### src/rtl/mem_pkg.sv
// Shared types and encodings for the load/store split sequencer.
package mem_pkg;

   typedef enum logic [2:0] {
      IDLE    = 3'd0,
      REQ_LO  = 3'd1,
      WAIT_LO = 3'd2,
      REQ_HI  = 3'd3,
      WAIT_HI = 3'd4
   } state_t;

   localparam logic [1:0] SZ_BYTE = 2'd0;
   localparam logic [1:0] SZ_HALF = 2'd1;
   localparam logic [1:0] SZ_WORD = 2'd2;

   localparam logic [7:0] ALIGN_EXC_DEF = 8'h84;

   // An access crosses a word boundary when its last byte lands past lane 3.
   function automatic logic is_split(input logic [1:0] size, input logic [1:0] off);
      return ((size == SZ_WORD) && (off != 2'd0)) ||
             ((size == SZ_HALF) && (off == 2'd3));
   endfunction

endpackage

### src/rtl/mem_lane_align.sv
// Lane steering: store byte-enables/data shift and load extract/sign-extend.
module mem_lane_align
   import mem_pkg::*;
(
   input  logic [1:0]  off,
   input  logic [1:0]  size,
   input  logic        sgn,
   input  logic        hi_beat,
   input  logic [31:0] wdata,
   input  logic [31:0] lo_data,
   input  logic [31:0] hi_data,
   output logic [3:0]  we,
   output logic [31:0] wlane,
   output logic [31:0] rdata
);

   logic [3:0]  size_mask;
   logic [7:0]  mask8;
   logic [63:0] d64;
   logic [31:0] w32;

   always_comb begin
      size_mask = 4'b1111;
      case (size)
         SZ_BYTE: size_mask = 4'b0001;
         SZ_HALF: size_mask = 4'b0011;
         default: size_mask = 4'b1111;
      endcase
   end

   assign mask8 = {4'b0000, size_mask} << off;
   assign d64   = {32'd0, wdata} << {off, 3'b000};
   assign we    = hi_beat ? mask8[7:4] : mask8[3:0];
   assign wlane = hi_beat ? d64[63:32] : d64[31:0];

   // Only the low word of the shifted pair can hold result bytes.
   assign w32 = 32'({hi_data, lo_data} >> {off, 3'b000});

   always_comb begin
      rdata = w32;
      case (size)
         SZ_BYTE: rdata = {{24{sgn & w32[7]}}, w32[7:0]};
         SZ_HALF: rdata = {{16{sgn & w32[15]}}, w32[15:0]};
         default: rdata = w32;
      endcase
   end

endmodule

### src/rtl/mem_split_ctrl.sv
// Load/store sequencer issuing one or two aligned word beats per request.
// Optional MEM_SPLIT_ALIGN_TRAP_EN: word-crossing requests trap instead of splitting.
module mem_split_ctrl
   import mem_pkg::*;
#(
   parameter int          ADDR_W    = 32,
   parameter logic [7:0]  ALIGN_EXC = ALIGN_EXC_DEF
)(
   input  logic              clk,
   input  logic              rst_n,
   input  logic              req_valid,
   output logic              req_ready,
   input  logic              req_is_store,
   input  logic [1:0]        req_size,
   input  logic              req_signed,
   input  logic [ADDR_W-1:0] req_addr,
   input  logic [31:0]       req_wdata,
   input  logic              flush,
   output logic              mem_req,
   input  logic              mem_ready,
   output logic [3:0]        mem_we,
   output logic [ADDR_W-1:0] mem_addr,
   output logic [31:0]       mem_wdata,
   input  logic              mem_rvalid,
   input  logic [31:0]       mem_rdata,
   output logic              rsp_valid,
   output logic [31:0]       rsp_rdata,
   output logic [7:0]        rsp_exc,
   output logic              stall_out
);

`ifdef MEM_SPLIT_ALIGN_TRAP_EN
   localparam logic TRAP_EN = 1'b1;
`else
   localparam logic TRAP_EN = 1'b0;
`endif

   state_t            state_q, state_d;
   logic [ADDR_W-1:0] addr_q;
   logic [1:0]        size_q;
   logic              sgn_q, store_q, flushed_q;
   logic [31:0]       wdata_q, lo_buf_q;
   logic              rsp_valid_q;
   logic [31:0]       rsp_rdata_q;
   logic [7:0]        rsp_exc_q;

   logic              accept, done, latch_lo, hi_beat, split, trap;
   logic [ADDR_W-1:0] word_addr, hi_addr;
   logic [3:0]        lane_we;
   logic [31:0]       lane_wdata, lane_rdata, lo_in, hi_in;

   assign split     = is_split(size_q, addr_q[1:0]);
   assign trap      = TRAP_EN && split;
   assign word_addr = {addr_q[ADDR_W-1:2], 2'b00};
   assign hi_addr   = word_addr + ADDR_W'(4);

   always_comb begin
      state_d  = state_q;
      accept   = 1'b0;
      done     = 1'b0;
      latch_lo = 1'b0;
      mem_req  = 1'b0;
      hi_beat  = 1'b0;
      case (state_q)
         IDLE: begin
            if (req_valid) begin
               accept  = 1'b1;
               state_d = REQ_LO;
            end
         end
         REQ_LO: begin
            if (trap) begin
               done = 1'b1;
            end else begin
               mem_req = 1'b1;
               // A beat taken in the same cycle as flush has already reached memory.
               if (mem_ready) begin
                  if (!store_q)   state_d = WAIT_LO;
                  else if (split) state_d = REQ_HI;
                  else            done    = 1'b1;
               end else if (flush) begin
                  state_d = IDLE;
               end
            end
         end
         WAIT_LO: begin
            if (mem_rvalid) begin
               latch_lo = 1'b1;
               if (split) state_d = REQ_HI;
               else       done    = 1'b1;
            end
         end
         REQ_HI: begin
            mem_req = 1'b1;
            hi_beat = 1'b1;
            if (mem_ready) begin
               if (store_q) done    = 1'b1;
               else         state_d = WAIT_HI;
            end
         end
         WAIT_HI: begin
            if (mem_rvalid) done = 1'b1;
         end
         default: state_d = IDLE;
      endcase
      if (done) state_d = IDLE;
   end

   assign lo_in = (state_q == WAIT_LO) ? mem_rdata : lo_buf_q;
   assign hi_in = (state_q == WAIT_HI) ? mem_rdata : 32'd0;

   mem_lane_align u_lane (
      .off     (addr_q[1:0]),
      .size    (size_q),
      .sgn     (sgn_q),
      .hi_beat (hi_beat),
      .wdata   (wdata_q),
      .lo_data (lo_in),
      .hi_data (hi_in),
      .we      (lane_we),
      .wlane   (lane_wdata),
      .rdata   (lane_rdata)
   );

   logic rsp_fire;
   assign rsp_fire = done && !(flushed_q || flush);

   always_ff @(posedge clk) begin
      if (!rst_n) begin
         state_q     <= IDLE;
         addr_q      <= '0;
         size_q      <= SZ_BYTE;
         sgn_q       <= 1'b0;
         store_q     <= 1'b0;
         wdata_q     <= '0;
         lo_buf_q    <= '0;
         flushed_q   <= 1'b0;
         rsp_valid_q <= 1'b0;
         rsp_rdata_q <= '0;
         rsp_exc_q   <= '0;
      end else begin
         state_q <= state_d;
         if (accept) begin
            addr_q  <= req_addr;
            size_q  <= (req_size == 2'd3) ? SZ_WORD : req_size;
            sgn_q   <= req_signed;
            store_q <= req_is_store;
            wdata_q <= req_wdata;
         end
         if (latch_lo) lo_buf_q <= mem_rdata;
         flushed_q   <= accept ? 1'b0 : (flushed_q | (flush && (state_q != IDLE)));
         rsp_valid_q <= rsp_fire;
         rsp_rdata_q <= (rsp_fire && !store_q && !trap) ? lane_rdata : 32'd0;
         rsp_exc_q   <= (rsp_fire && trap) ? ALIGN_EXC : 8'd0;
      end
   end

   assign req_ready = (state_q == IDLE);
   assign stall_out = (state_q != IDLE);
   assign mem_addr  = hi_beat ? hi_addr : word_addr;
   assign mem_we    = (mem_req && store_q) ? lane_we : 4'b0000;
   assign mem_wdata = lane_wdata;
   assign rsp_valid = rsp_valid_q;
   assign rsp_rdata = rsp_rdata_q;
   assign rsp_exc   = rsp_exc_q;

endmodule

### config.mk
export PLATFORM = sky130hd
export DESIGN_NAME = mem_split_ctrl
export DESIGN_NICKNAME = d
export VERILOG_FILES = /design/src/rtl/mem_pkg.sv /design/src/rtl/mem_lane_align.sv /design/src/rtl/mem_split_ctrl.sv
export SDC_FILE = /design/constraint.sdc
export NUM_CORES = 1
export LEC_CHECK = 0
export CAP_MARGIN = 15
export CORE_UTILIZATION = 35
export CTS_BUF_LIST = sky130_fd_sc_hd__clkbuf_2 sky130_fd_sc_hd__clkbuf_4 sky130_fd_sc_hd__clkbuf_8
export CTS_CLUSTER_SIZE = 16
export DETAILED_ROUTE_END_ITERATION = 6
export GPL_TIMING_DRIVEN = 0
export HOLD_SLACK_MARGIN = 0.15
export PLACE_DENSITY = 0.63
export SETUP_SLACK_MARGIN = 0.15
export SYNTH_ARGS = -nofsm -noshare
export SYNTH_HDL_FRONTEND = slang
export SYNTH_HIERARCHICAL = 1
export SYNTH_SLANG_ARGS = --single-unit
### constraint.sdc
create_clock -name clk -period 3.1 [get_ports clk]
set_input_delay 0.62 -clock clk [delete_from_list [all_inputs] [get_ports clk]]
set_output_delay 0.62 -clock clk [all_outputs]
set_load 0.02 [all_outputs]
# [After elaboration in Yosys (flattened, before gate mapping)]
# Index checks and enable logic that the tools add are counted.
[totals] in_bits=106 output_inout_bits=112 register_bits=137
[op_classes] n_mux=31 shift=3 bitwise=5 n_eq_ne=13 reduce_logical=19 addsub=1
[ops] op="32-bit two-way mux" count=4
[ops] op="32-bit case mux with 2 select lines" count=1
[ops] op="32-bit by 5-bit << shifter with 64-bit output" count=1
[ops] op="64-bit by 5-bit >> shifter with 32-bit output" count=1
[ops] op="32-bit by 3-bit adder with 32-bit output (second input constant)" count=1
[ops] op="3-bit two-way mux" count=8
[ops] op="3-bit case mux with 5 select lines" count=1
[ops] op="1-bit two-way mux" count=12
[ops] op="4-bit two-way mux" count=2
[ops] op="2-bit inequality test (second input constant)" count=4
[ops] op="4-bit case mux with 2 select lines" count=1
[ops] op="4-bit by 2-bit << shifter with 8-bit output" count=1
[ops] op="2-bit equality test (second input constant)" count=3
[ops] op="3-bit by 2-bit equality test with 1-bit output (second input constant)" count=2
[ops] op="1-bit logical AND" count=6
[ops] op="6-bit AND reduction" count=1
[ops] op="2-bit OR reduction" count=3
[ops] op="1-bit case mux with 4 select lines" count=1
[ops] op="3-bit by 1-bit equality test with 1-bit output (second input constant)" count=1
[ops] op="3-bit equality test (second input constant)" count=1
[ops] op="3-bit logical NOT" count=1
[ops] op="3-bit inequality test (second input constant)" count=1
[ops] op="3-bit nonzero test" count=1
[ops] op="1-bit bitwise AND" count=2
[ops] op="other kinds (9)" count=12

# [Longest topological paths before layout]
# Gate-level depths: netlist of run 1.
[depth] depth_word=10 mapped_depth=10 depth_no_buf=8

# [By module]
# Netlist of run 1, hierarchy kept.
[by_module_without_submodules] module="mem_split_ctrl" seq_area_each_um2=2742.6 n_inst=1 cells_per_inst=727 area_each_um2=6168.4
[by_module_without_submodules] module="mem_lane_align" seq_area_each_um2=0.0 n_inst=1 cells_per_inst=240 area_each_um2=1818.0

# [Worst setup path before layout of run 1]
# No wires, ideal clock.
[synth_path] path_type="reg2out" startpoint="reg state_q[0]" endpoint="out mem_addr[26]" path_stages_with_launch=9 slack_ns=0.681 path_buffers=3 t_required_ns=2.480 arrival_ns=1.799 cell_sequence="dfxtp_1 -> buf_2 -> and3b_1 -> buf_4 -> nand3_2 -> or2_1 -> buf_2 -> nor3_2 -> xor2_1"
[synth_via] elab_chain_cells=3
[synth_lines] element="from (decl)" line="mem_split_ctrl.sv:38" rtl="state_t state_q, state_d;"
[synth_lines] element="from (signal assigned)" line="mem_split_ctrl.sv:142" rtl="state_q <= state_d;"
[synth_lines] element="3-bit by 2-bit equality test with 1-bit output" line="mem_split_ctrl.sv:64" rtl="case (state_q)"
[synth_lines] element="1-bit two-way mux" line="mem_split_ctrl.sv:64"
[synth_lines] element="named net hi_beat" line="mem_split_ctrl.sv:47" rtl="logic accept, done, latch_lo, hi_beat, split, trap;"
[synth_lines] element="32-bit two-way mux" line="mem_split_ctrl.sv:160" rtl="assign mem_addr = hi_beat ? hi_addr : word_addr;"
[synth_lines] element="to (decl)" line="mem_split_ctrl.sv:22" rtl="output logic [ADDR_W-1:0] mem_addr,"
# The timed path passes the listed nets, and every way through them passes these cells.

# [Worst setup path in the final report of run 1]
[layout_path] startpoint="reg state_q[0]" endpoint="out mem_we[0]"
[layout_lines] element="3-bit by 2-bit equality test with 1-bit output" line="mem_split_ctrl.sv:64"
[layout_lines] element="1-bit two-way mux" line="mem_split_ctrl.sv:64"
[layout_lines] element="named net hi_beat" line="mem_split_ctrl.sv:47"
[layout_lines] element="4-bit two-way mux" line="mem_lane_align.sv:33" rtl="assign we = hi_beat ? mask8[7:4] : mask8[3:0];"
[layout_lines] element="named net lane_we[0]" line="mem_split_ctrl.sv:49" rtl="logic [3:0] lane_we;"
[layout_lines] element="4-bit two-way mux" line="mem_split_ctrl.sv:161" rtl="assign mem_we = (mem_req && store_q) ? lane_we : 4'b0000;"
[layout_lines] element="to (decl)" line="mem_split_ctrl.sv:21" rtl="output logic [3:0] mem_we,"
# The timed path passes the listed nets, and every way through them passes these cells.

==> impl_metrics.csv, run 1 <==
group,metric,value,unit
run_status,status,"complete, but fails checks",
run_status,violations,"DRC",
setup_path,critPathCaptureType,"primary output",
timing,hold_slack,0.457,ns
cells_and_area,fin_util,49.8,%
pwr,clkPwrFrac,24.6,%
die,std_cell_rows,54,
routing,drtPass1Iterations,7,
pwr,ir_worst_vdd,0.391,mV
die,initial_core_util,36.0,%
timing,post-route-period-util,95.6,%
routing,drt_first_iter_violations,486,
pwr,switchingPower,0.00241,W
setup_path,worst-path-max-fanout,10,
routing,ant_nets,0,
cells_and_area,seqCellArea,0.00277,mm2
clock_tree,clk_pin_slew_worst_paths,0.07,ns
timing,setup-violations-final,0,
timing,tightest_slew,0.600,ns
clock_tree,cts_tree,"done",
pwr,pwr-share-comb,40.6,%
die,die_w,153,um
grt,grt_util_all_layers,22.9,%
logic_synthesis,yosys_warnings,6,
cells_and_area,final_cell_mix,"245 x nand2_1, 145 x clkdlybuf4s50_1, 122 x dfxtp_1",
timing,finClkSkew,0.0182,ns
setup_path,start_kind,"register",
pwr,power,0.00617,W
clock_tree,clockBufferDepth,2,
cells_and_area,instances_no_fill,1503,
routing,routed_wl,26800,um
routing,vias_per_cell,5.14,
placed_design,dpl.cell_count,1455,
clock_tree,cts_sinks,137,
cells_and_area,num_antenna_cells,0,
timing,fmax,338,MHz
clock_tree,numCtsBuffers,17,
setup_path,crit_arrival,2.34,ns
pwr,p_leak,4.20,nW
timing,hold_viol,0,
die,coreArea,0.0220,mm2
cells_and_area,nFillCells,2145,
grt,grt_pass1_wl,41500,um
timing,rsz0062_at_grt,"true",
clock_tree,hold_buffers,0,
logic_synthesis,synth.avg_cell_area,8.28,um2
cells_and_area,layout-drive-gt1-share,20.9,%
cells_and_area,multi_input_area,0.00491,mm2
setup_path,crit_type,"register to primary output",
pwr,p_seq_share,34.8,%
cells_and_area,layout_commonest_cell,"nand2_1",
grt,grt_max_degree,17,
placed_design,place.gp.congestion,0.907,
clock_tree,cts-htree-levels,4,
pwr,p_int,0.00376,W
placed_design,io_buffer_count,207,
die,die_h,153,um
routing,drc_errors,12,
die,dieArea,0.0233,mm2
pwr,power_density,563,mW/mm2
grt,overflow,0,
timing,drv_slew,0,
pwr,p_sw_share,39.1,%
die,ioPinCount,218,
routing,vias,7723,
grt,grt_pass1_vias,7553,
timing,period_minus_slack,2.96,ns
logic_synthesis,syn-instance-count,959,
cells_and_area,syn_to_final_growth,38.1,%
placed_design,place_hpwl,20500,um
clock_tree,cts_root_buf,"clkbuf_8",
timing,max-slew-margin-rel,60.0,%
timing,totalNegativeSetupSlack,0,ns
worst_hold_path,hold_class,"register to register",
logic_synthesis,syn_area,0.00794,mm2
run,maxCapViolCount,0,
setup_path,crit_required,2.48,ns
clock_tree,worstSkewPairLatency,0.46,ns
routing,drt-wirelength-per-cell,17.8,um
grt,antenna_found_initial,0,
cells_and_area,fin_nets,1317,
[power groups by stage]
stage / Combinational, W / Clock (W) / Sequential, W
floorplan: 0.00151 / 0 / 0.00211
detailed placement: 0.00248 / 0 / 0.00217
global route: 0.00269 / 0.00161 / 0.00218
finish: 0.00250 / 0.00152 / 0.00215
global placement: 0.00246 / 0 / 0.00217
CTS: 0.00244 / 0.00154 / 0.00214
[sequential cells by signal, indices dropped and copies added, names as in the netlist]
name,cells
addr_q,32
flushed_q,1
lo_buf_q,32
rsp_rdata,32
rsp_valid,1
sgn_q,1
size_q,2
state_q,3
store_q,1
wdata_q,32
[critical path, cell delays in order (launching register included)]
cell and delay, ns:
dfxtp_2 0.32, buf_6 0.11, and3b_2 0.20, buf_6 0.14, or2_4 0.29, clkbuf_4 0.24, o2bb2ai_1 0.22, and3_1 0.19
buf_2 0.19
[cell type report]
cell class                 instances  area share (%)
timing repair buffer             223            18.3
clock inverter                    13            1.29
clock buffer                      19            2.39
sequential                       137            25.3
tap                              280            3.20
inverter                          12           0.422
buffer                            80            4.39
multi-input combinational        739            44.8
[through the flow]
stage                     worst slack [ns]  instance area [um2]
after global placement              -0.284                10400
final                                0.137                11000
after floorplan                      0.681                 7970
after CTS                           0.0262                10900
after detailed placement            -0.305                10400
after global routing               0.00637                11000
[metal layers]
metal / up-vias / track usage [%] / wire length, um
met5: - / 0 / 0
met4: 0 / 8.18 / 782
met3: 46 / 6.31 / 1980
met2: 304 / 37.9 / 12400
met1: 3622 / 28.3 / 11600
li1: 3751 / - / -
[what timing repair did]
item,4_1_cts,5_1_grt
pin swaps,5,4
endpoints found under the setup margin,63,65
resized for setup,207,106
endpoints found under the hold margin,0,0
setup buffers,4,11
gates cloned,0,2
[worst paths after layout]
check / start / to / slack (ns) / cells after the start
max: state_q[0] / mem_we[0] / 0.14 / 8
min: lo_buf_q[7] / lo_buf_q[7] / 0.46 / 2
max reg2reg: state_q[0] / rsp_rdata[8] / 0.39 / 10
min reg2reg: lo_buf_q[7] / lo_buf_q[7] / 0.46 / 2
(Power assumes the default switching activity.)
==> inputs of run 2 (changes only) <==
--- a/config.mk
+++ b/config.mk
@@ -16,5 +16,4 @@
 export SETUP_SLACK_MARGIN = 0.15
 export SYNTH_ARGS = -nofsm -noshare
 export SYNTH_HDL_FRONTEND = slang
-export SYNTH_HIERARCHICAL = 1
 export SYNTH_SLANG_ARGS = --single-unit
==> impl_metrics.csv, run 2 <==
group,metric,value,unit
pwr,pwr-share-comb,28.7,%
die,initial_core_util,36.1,%
setup_path,crit_required,2.48,ns
routing,drt_first_iter_violations,546,
setup_path,crit_arrival,2.37,ns
cells_and_area,num_antenna_cells,0,
routing,vias_per_cell,5.28,
routing,vias,7893,
timing,totalNegativeSetupSlack,0,ns
clock_tree,worstSkewPairLatency,0.46,ns
pwr,p_leak,4.04,nW
setup_path,reg2regPathDepth,8,
logic_synthesis,yosysTopAreaCell,"dfxtp_1",
worst_hold_path,hold_depth,2,
logic_synthesis,synth-edff-count,0,
die,std_cell_rows,54,
grt,grt_pass1_vias,7634,
pwr,p_seq_share,38.8,%
logic_synthesis,yosys_warnings,0,
pwr,clkPwrFrac,32.5,%
grt,grt_pass1_wl,42700,um
run,maxCapViolCount,0,
timing,fmax,335,MHz
grt,grt_max_degree,17,
logic_synthesis,synth_top_flop_cell,"dfxtp_1",
setup_path,crit_type,"register to primary output",
run_status,status,"complete, no violations",
timing,max-slew-margin-rel,52.5,%
cells_and_area,final_cell_mix,"237 x nand2_1, 141 x clkdlybuf4s50_1, 125 x dfxtp_1",
routing,drc_errors,0,
routing,drt-wirelength-per-cell,18.8,um
cells_and_area,fin_nets,1310,
clock_tree,numCtsBuffers,17,
clock_tree,hold_buffers,0,
clock_tree,cts-htree-levels,4,
pwr,p_sw_share,33.9,%
logic_synthesis,ys_types,62,
clock_tree,cts_sinks,137,
placed_design,post_dp_cell_area,0.0104,mm2
timing,hold_viol,0,
die,die_h,153,um
die,dieArea,0.0234,mm2
pwr,switchingPower,0.00172,W
clock_tree,cts_root_buf,"clkbuf_8",
setup_path,critPathCaptureType,"primary output",
placed_design,place.gp.congestion,0.888,
routing,routed_wl,28100,um
worst_hold_path,hold_class,"register to register",
logic_synthesis,yosysTopAreaCellShare,34.4,%
die,ioPinCount,218,
logic_synthesis,synth_common_cells,"239 x nand2_1, 137 x dfxtp_1, 98 x a21boi_0",
grt,antenna_found_initial,0,
pwr,power,0.00508,W
logic_synthesis,yosysSeqAreaShare,34.4,%
timing,finClkSkew,0.0131,ns
logic_synthesis,syn-instance-count,952,
logic_synthesis,synthMostInstantiatedCell,"nand2_1",
clock_tree,cts_tree,"done",
cells_and_area,final_area,0.0111,mm2
cells_and_area,syn_to_final_growth,39.9,%
placed_design,io_buffer_count,207,
die,coreArea,0.0221,mm2
timing,post-route-period-util,96.4,%
setup_path,start_kind,"register",
grt,grt_util_all_layers,23.8,%
die,die_w,153,um
setup_path,worst-path-max-fanout,5,
logic_synthesis,ys_ff_latch,137,
grt,overflow,0,
routing,ant_nets,0,
clock_tree,clk_pin_slew_worst_paths,0.08,ns
logic_synthesis,synth.area.top_cells,"dfxtp_1 34%, nand2_1 11%, a21boi_0 9.2%",
pwr,ir_worst_vdd,0.232,mV
timing,rsz0062_at_grt,"true",
placed_design,place_hpwl,20800,um
timing,setup-violations-final,0,
logic_synthesis,syn_area,0.00797,mm2
cells_and_area,layout_commonest_cell,"nand2_1",
logic_synthesis,synth.avg_cell_area,8.37,um2
logic_synthesis,async_flop_share,0,%
cells_and_area,nFillCells,2126,
timing,tightest_slew,0.710,ns
pwr,power_density,456,mW/mm2
timing,period_minus_slack,2.99,ns
cells_and_area,layout-drive-gt1-share,21.4,%
timing,drv_slew,0,
cells_and_area,fin_util,50.4,%
clock_tree,clockBufferDepth,2,
routing,drtPass1Iterations,7,
pwr,p_int,0.00336,W
-- run 2: changes by cell type in the layout (fill, tap and decap cells not counted), sizes merged, moves of 8 or more --
cell    change
nand2b      +8
mux2i      +21
and2       -61
mux2       -24
a21oi      +36
o21ai      -14
a22o        -8
a22oi      +17
a211oi      -9
-- run 2: cell type report --
class,count,area [um2],area share (%)
multi-input cells,728,4940,44.3
flip-flops and latches,137,2770,24.8
repair buffers,223,2010,18.0
plain buffers,90,624,5.60
well taps,280,350,3.14
clock buffers,17,234,2.10
clock inverters,15,200,1.80
inverters,6,22.5,0.202
-- run 2: cell families (layout without fill, tap and decap cells) --
| group | count (synthesis) | after routing | share of synthesized area (%) |
|---|---|---|---|
| xor gates and xnor gates | 29 | 29 | 3.19 |
| muxes | 96 | 96 | 13.9 |
| other | 1 | 10 | 0.0471 |
| and+or+nand+nor | 361 | 361 | 20.9 |
| buffers and inverters | 96 | 351 | 6.03 |
| AOI/OAI and AO/OA | 231 | 231 | 21.3 |
| DFF | 137 | 137 | 34.4 |
| adders and majority gates | 1 | 1 | 0.157 |
-- run 2: path summary, 6_finish.rpt --
path	startpoint	slack [ns]	to
setup reg to reg	state_q[2]	0.30	rsp_rdata[23]
hold reg to reg	lo_buf_q[18]	0.47	lo_buf_q[18]
setup / recovery	state_q[2]	0.11	mem_addr[19]
hold / removal	lo_buf_q[18]	0.47	lo_buf_q[18]
-- run 2: critical path, stage by stage (launching register included) --
cell and delay, ns:
dfxtp_2 0.33, buf_6 0.11, nand3b_1 0.15, buf_6 0.14, or3_4 0.34, nor3_4 0.30, nand4_1 0.16, xnor2_1 0.19
buf_4 0.17
-- run 2: metal layers --
layer,share of wire (%),wire length (um),vias up,GRT usage (%)
li1,-,-,3798,-
met2,45,12700,362,38.3
met3,7.7,2160,62,5.84
met5,0,0,-,0
met4,3.0,845,0,9.04
met1,44,12400,3671,30.8
-- run 2: what timing repair did --
action                     4_1_cts  5_1_grt
pin swaps                       19       13
buffers inserted                13        3
resized for setup              275       77
setup endpoints to repair       66       55
-- run 2: through the flow --
| step | setup WS (ns) | hold slack, ns | cells |
|---|---|---|---|
| after floorplan | 0.440 | 0.441 | 961 |
| after global placement | -0.742 | 0.449 | 1448 |
| after global routing | -0.0252 | 0.489 | 1496 |
| after detailed placement | -0.749 | 0.457 | 1448 |
| final | 0.112 | 0.466 | 1496 |
| after CTS | 0.0555 | 0.468 | 1493 |
-- run 2: power groups by stage --
stage / Clock, W / Combinational (W) / Sequential, W
after floorplan: 0 / 0.000827 / 0.00197
after global placement: 0 / 0.00144 / 0.00200
after detailed placement: 0 / 0.00144 / 0.00200
after CTS: 0.00168 / 0.00144 / 0.00196
after global routing: 0.00174 / 0.00156 / 0.00198
final: 0.00165 / 0.00146 / 0.00197
